--- src/rtl/bomb_countdown_timer.sv ---
// Bomb-game countdown: holds the remaining time as BCD digits, ticks faster as strikes accumulate,
// and reports a defused or exploded outcome. The begin_timer pulse realigns the external divider.
module bomb_countdown_timer #(
    parameter int START_MIN = 5,
    parameter int START_SEC = 0
) (
    input  logic       clock,
    input  logic       reset,
    input  logic       start,
    input  logic       defused,
    input  logic [1:0] strikes,
    input  logic       one_hz_enable,
    input  logic       four_hz_enable,
    output logic       begin_timer,
    output logic [3:0] min_tens,
    output logic [3:0] min_ones,
    output logic [3:0] sec_tens,
    output logic [3:0] sec_ones,
    output logic       running,
    output logic       exploded,
    output logic       defused_done,
    output logic       blink
);

    typedef enum logic [1:0] {IDLE, RUNNING, DEFUSED, EXPLODED} state_t;

    localparam logic [3:0] START_MT = 4'(START_MIN / 10);
    localparam logic [3:0] START_MO = 4'(START_MIN % 10);
    localparam logic [3:0] START_ST = 4'(START_SEC / 10);
    localparam logic [3:0] START_SO = 4'(START_SEC % 10);

    state_t     state_reg;
    logic       toggle_reg;

    logic       enables_live;
    logic       tick_sel;
    logic       tick;
    logic       at_zero;
    logic       at_one;
    logic       under_ten;
    logic [3:0] mt_next, mo_next, st_next, so_next;

    // The divider is realigning while begin_timer is high, so its strobes are not trusted then.
    assign enables_live = (state_reg == RUNNING) && !begin_timer;

    always_comb begin
        tick_sel = 1'b0;
        case (strikes)
            2'd0:    tick_sel = one_hz_enable;
            2'd1:    tick_sel = four_hz_enable && toggle_reg;
            2'd2:    tick_sel = four_hz_enable;
            default: tick_sel = 1'b0;
        endcase
    end

    assign tick      = enables_live && tick_sel;
    assign under_ten = (min_tens == 4'd0) && (min_ones == 4'd0) && (sec_tens == 4'd0);
    assign at_zero   = under_ten && (sec_ones == 4'd0);
    assign at_one    = under_ten && (sec_ones == 4'd1);

    // BCD decrement with borrow; never evaluated at 00:00 because that state explodes first.
    always_comb begin
        mt_next = min_tens;
        mo_next = min_ones;
        st_next = sec_tens;
        so_next = sec_ones;
        if (sec_ones != 4'd0) begin
            so_next = sec_ones - 4'd1;
        end else begin
            so_next = 4'd9;
            if (sec_tens != 4'd0) begin
                st_next = sec_tens - 4'd1;
            end else begin
                st_next = 4'd5;
                if (min_ones != 4'd0) begin
                    mo_next = min_ones - 4'd1;
                end else begin
                    mo_next = 4'd9;
                    mt_next = min_tens - 4'd1;
                end
            end
        end
    end

    always_ff @(posedge clock) begin
        if (reset) begin
            state_reg    <= IDLE;
            toggle_reg   <= 1'b0;
            begin_timer  <= 1'b0;
            running      <= 1'b0;
            exploded     <= 1'b0;
            defused_done <= 1'b0;
            blink        <= 1'b0;
            min_tens     <= START_MT;
            min_ones     <= START_MO;
            sec_tens     <= START_ST;
            sec_ones     <= START_SO;
        end else begin
            begin_timer <= 1'b0;
            case (state_reg)
                RUNNING: begin
                    if (strikes == 2'd3 || (!defused && at_zero)) begin
                        state_reg <= EXPLODED;
                        running   <= 1'b0;
                        exploded  <= 1'b1;
                        blink     <= 1'b1;
                    end else if (defused) begin
                        state_reg    <= DEFUSED;
                        running      <= 1'b0;
                        defused_done <= 1'b1;
                        blink        <= 1'b0;
                    end else if (enables_live) begin
                        if (four_hz_enable) begin
                            toggle_reg <= ~toggle_reg;
                        end
                        if (!under_ten) begin
                            blink <= 1'b0;
                        end else if (four_hz_enable) begin
                            blink <= ~blink;
                        end
                        if (tick) begin
                            min_tens <= mt_next;
                            min_ones <= mo_next;
                            sec_tens <= st_next;
                            sec_ones <= so_next;
                            // Reaching 00:00 explodes on the same edge as the final tick.
                            if (at_one) begin
                                state_reg <= EXPLODED;
                                running   <= 1'b0;
                                exploded  <= 1'b1;
                                blink     <= 1'b1;
                            end
                        end
                    end
                end
                default: begin
                    if (start) begin
                        state_reg    <= RUNNING;
                        toggle_reg   <= 1'b0;
                        begin_timer  <= 1'b1;
                        running      <= 1'b1;
                        exploded     <= 1'b0;
                        defused_done <= 1'b0;
                        blink        <= 1'b0;
                        min_tens     <= START_MT;
                        min_ones     <= START_MO;
                        sec_tens     <= START_ST;
                        sec_ones     <= START_SO;
                    end
                end
            endcase
        end
    end

endmodule

--- config.mk ---
export PLATFORM = sky130hd
export DESIGN_NAME = bomb_countdown_timer
export DESIGN_NICKNAME = d
export VERILOG_FILES = /design/src/rtl/bomb_countdown_timer.sv
export SDC_FILE = /design/constraint.sdc
export NUM_CORES = 1
export LEC_CHECK = 0
export CORE_MARGIN = 1.5
export CORE_UTILIZATION = 30
export CTS_CLUSTER_DIAMETER = 200
export DETAILED_ROUTE_END_ITERATION = 6
export GPL_ROUTABILITY_DRIVEN = 1
export SYNTH_ARGS = -nofsm -noshare
export SYNTH_HDL_FRONTEND = slang
export SYNTH_SLANG_ARGS = --single-unit
--- constraint.sdc ---
create_clock -name clock -period 3.6 [get_ports clock]
set_clock_uncertainty 0.2 [all_clocks]
set_input_delay 1.08 -clock clock [delete_from_list [all_inputs] [get_ports clock]]
set_output_delay 1.08 -clock clock [all_outputs]
set_load 0.02 [all_outputs]
* After elaboration in Yosys (flattened, before gate mapping)
Cells that the tools add are included.
** Storage, ports and cells
- Flip-flop bits (word level) :: 24
- Input port bits :: 8
** Operators by class
- $add $sub $neg :: 4
- Equality and inequality tests :: 21
- Multiplexer cells :: 70
- Bitwise gates (word level) :: 2
- Reduce and logical (&&, ||, !) cells :: 30
** Operator list (number)
- $mux 4 :: 31
- $mux 1 :: 31
- $ne 2x2->1 const B :: 9
- $logic_not 4->1 :: 4
- $sub 4x1->4 const B :: 4
- $reduce_and 5->1 :: 3
- $mux 2 :: 7
- $ne 3x2->1 const B :: 4
- $ne 4x3->1 const B :: 3
- $reduce_bool 4->1 :: 3
- $logic_and 1x1->1 :: 8
- $reduce_and 8->1 :: 1
- $reduce_and 7->1 :: 1
- $reduce_and 6->1 :: 1
- $eq 2x1->1 const B :: 2
- $eq 2x2->1 const B :: 2
- $eq 4x1->1 const B :: 1
- $reduce_and 4->1 :: 1
- $pmux 1 s3 :: 1
- $reduce_and 3->1 :: 1
- $logic_not 1->1 :: 2
- $logic_not 2->1 :: 1
- $not 1->1 :: 2
- $reduce_and 2->1 :: 1
- 3 further kinds :: 3

* Logic depth before layout (Yosys ltp)
- Depth in word-level cells :: 10
- Depth in mapped cells :: 8
- Mapped depth without buffers :: 7

* Worst setup path after synthesis
Ideal clock, no wire load.
- Path type :: input to register
- Start :: in strikes[0]
- End :: reg sec_tens[1]
- Data arrival time :: 2.660 ns
- Required time :: 3.330 ns
- Path slack :: 0.670 ns
- Cell stages on the path :: 6
- Path through :: or3b_4 > a221oi_4 > nand4_1 > buf_2 > or4_1 > a21oi_1
** Between the ends
- Longest elaborated chain between the ends :: 5
** RTL lines
- start: declaration :: line 11 : input logic [1:0] strikes,
- $eq 2x2->1 (tied with other cells) :: line 48 : case (strikes)
- $pmux 1 s3 :: line 48
- $logic_and 1x1->1 :: line 56 : assign tick = enables_live && tick_sel;
- $ne 2x2->1 (no line)
- $reduce_and 6->1 (no line) *
- end signal: assignment :: line 124 : sec_tens <= st_next;
- end: declaration :: line 17 : output logic [3:0] sec_tens,
Every way passes the cells marked *; elsewhere a longest branch is shown, timed or not.
A chain may end at the register's enable or synchronous reset.

* Final worst setup path
- Start :: in strikes[0]
- End :: reg min_ones[2]
** Between the ends
- Longest elaborated chain between the ends :: 5
** RTL lines
- $eq 2x2->1 (tied with other cells) :: line 48
- $pmux 1 s3 :: line 48
- $logic_and 1x1->1 :: line 56
- $ne 2x2->1 (no line)
- $reduce_and 7->1 (no line) *
- end signal: assignment :: line 123 : min_ones <= mo_next;
- end: declaration :: line 16 : output logic [3:0] min_ones,
Marked as above.

==> impl_results.md <==
* Outcome: completed
* Die ar. at 0.00530 mm²
* Least-Margin Pin Slew at 0.540 ns
* Synth Flop Type: dfxtp_1
* Horizontal die dimension at 72.8 µm
* Setup bufs post-CTS at 0
* Crit end category: flip-flop
* Number of DRC markers in iteration 0 at 46
* Switching portion of total power at 28.2%
* Async SR Flop Fraction at 0%
* Synth Net Count at 195
* Synth Cell Area at 0.00146 mm²
* Sequential fraction of the synthesis area at 32.9%
* Yosys reg bits at 24
* Syn Area/Cell at 8.12 µm²
* Post-synth top cells: 24 x dfxtp_1, 16 x a21oi_1, 15 x nor2_1
* Hold Startpoint: exploded$_SDFFE_PP0P_
* Final #Nets at 227
* Reg clk slew, reported paths at 0.08 ns
* Fin crit period at 3.23 ns
* Setup crit start: strikes[0]
* Comb pwr share at 18.5%
* Crit-path slowest cell: clkdlybuf4s50_1
* Filler cell count at 486
* Total global-route track usage at 15.0%
* Top cells by area, synth: dfxtp_1 33%, ha_1 6.0%, a21oi_1 5.5%, nor2_1 3.9%, nand3_1 3.8%
* P&R area growth vs syn at 28.8%
* Vias in the first global route at 1,344
* Max Fclk at 310 MHz
* Clock Power Share at 32.7%
* Tcrit/Tclk final at 89.7%
* Arr. time, crit path at 3.20 ns
* Cell taking the most area after synthesis: dfxtp_1
* Worst skew pair latency at 0.28 ns
* Hold buffer count at CTS at 0
* Final setup viols at 0
* Total power at 0.580 mW
* Synth top area share at 32.9%
* WL per Instance at 14.2 µm
* Share of cells above drive strength 1 at 8.06%
* DR vias at 1,445
* CTS tree: built
* Leak Pwr at 0.672 nW
* Largest fanout on the critical path at 7
* DR vias/cell at 5.45
* Cell Pwr Density at 308 mW/mm²
* Slowest Stage Delay on Critical Path at 0.46 ns
* Most common cell in the synthesized netlist: dfxtp_1
* Global route total overflow at 0
* Sinks on the clock net at 24
* Internal power at 0.416 mW
* CTS Buf Count at 3
* Total of max-cap violations at 0
* HPWL after DPL at 2850 µm
* Area of the multi-input gates at 912 µm²
* IO Port Bufs at 28
* Switching power total at 0.163 mW
* CTS Buffer Depth at 2
* Max-slew headroom at 63.9%
* Synth Warn # at 0
* Final ANT Viol Nets at 0
* Fin. max-slew vios at 0
* Peak supply drop at 0.000186 V
* Initial antenna violation count at 0
* DRC at 0
* Netlist cell types at 42
* Sequential Power Share at 48.8%
* Final Hold Viols at 0
* RSZ-0062 raised after global routing: no
* Largest net degree at the start of global routing at 14
* CP cell instances: clkdlybuf4s50_1 -> or3b_4 -> a221oi_4 -> nand4_1 -> buf_4 -> or2_0 -> o211a_1
* First-pass DRT Iterations at 4
* # IOs at 29
* Reg2reg start: sec_ones[1]$_SDFFE_PP0P_
* CP Launch Type: input port
* TNS Setup at 0 ns
* Initial core utilization at 31.1%
* CTS H-tree lvls at 1
* CP Class: in -> reg
* Die Y at 72.8 µm
* Register area at 480 µm²
* Worst Path Required at 3.57 ns
* Post-Syn Instances at 180
* Placer Congestion at 0.795
* Placement Rows at 25
* Routed WL at 3770 µm
* CTS resizes at 0
* HP Class: reg -> reg
* Clock Tree Root: clkbuf_8
* First-pass GRT wire length at 6200 µm
* Post-synth EDFFs at 0
* Core area at 0.00469 mm²
* Antenna cell count at 0
-- critical path: cells and delay by family --
family | cells | cell delay, ns
AND/OR/NAND/NOR | 3 | 0.90
buffers and inverters | 2 | 0.72
AO/OA/AOI/OAI | 2 | 0.50
-- final timing paths --
kind | cells past startpoint | slack (ns) | end
hold reg to reg | 2 | 0.29 | exploded$_SDFFE_PP0P_
setup / recovery | 7 | 0.37 | min_ones[2]$_SDFFE_PP1P_
hold / removal | 2 | 0.29 | exploded$_SDFFE_PP0P_
setup reg to reg | 7 | 0.95 | sec_ones[1]$_SDFFE_PP0P_
-- per-stage QoR --
step	area (µm²)	std cells	util [%]	hold slack [ns]	setup WS, ns
finish	1880	265	40.1	0.287	0.371
global route	1880	265	40.1	0.320	0.275
detailed placement	1830	261	38.9	0.263	0.117
CTS	1880	265	40.1	0.290	0.391
floorplan	1460	180	-	0.262	0.670
global placement	1830	261	38.9	0.269	0.151
-- layout make-up --
type	count	share of cell area, %
multi-input cells	138	48.5
well taps	54	3.59
repair buffers	34	17.3
flip-flops and latches	24	25.5
clock buffers	4	2.93
inverters	11	2.19
-- cell usage in the layout (no fill, tap or decap), types with 3 or more instances in the layout --
master / count
clkdlybuf4s50_1: 28
dfxtp_1: 24
a21oi_1: 16
nor2_1: 15
inv_1: 11
nand3_1: 11
nand2_1: 10
o21ai_0: 10
ha_1: 7
buf_4: 6
nor3b_1: 5
nand2b_1: 4
nand4_1: 4
nor3_1: 4
clkbuf_8: 4
nand4b_1: 3
and3_1: 3
and2_1: 3
a31oi_1: 3
o21a_1: 3
mux2i_1: 3
o211a_1: 3
or4_1: 3
o211ai_1: 3
-- kinds of logic (layout without fill, tap and decap cells) --
kind of cell               count (synthesis)  after routing  synth area share (%)
buffers and inverters                     18             49                  4.71
DFF                                       24             24                  32.9
muxes                                      4              4                  2.83
and+or+nand+nor                           76             76                  29.5
adders and majority gates                  7              7                  5.99
xor gates and xnor gates                   1              1                 0.599
AOI/OAI and AO/OA                         50             50                  23.5
-- layer usage --
layer  global-route usage [%]  share of wire (%)  vias up
met2                     23.6                 44       38
li1                         -                  -      725
met3                     3.59                4.5        5
met4                     3.14               0.82        0
met1                     20.9                 51      677
met5                        0                  0        -
-- power by group through the flow --
stage / clock (mW) / sequential (mW) / combinational [mW]
6_report: 0.189 / 0.283 / 0.107
5_1_grt: 0.205 / 0.285 / 0.117
4_1_cts: 0.195 / 0.283 / 0.107
3_5_place_dp: 0 / 0.289 / 0.107
3_3_place_gp: 0 / 0.289 / 0.107
2_1_floorplan: 0 / 0.295 / 0.0577
(Power assumes the default switching activity.)
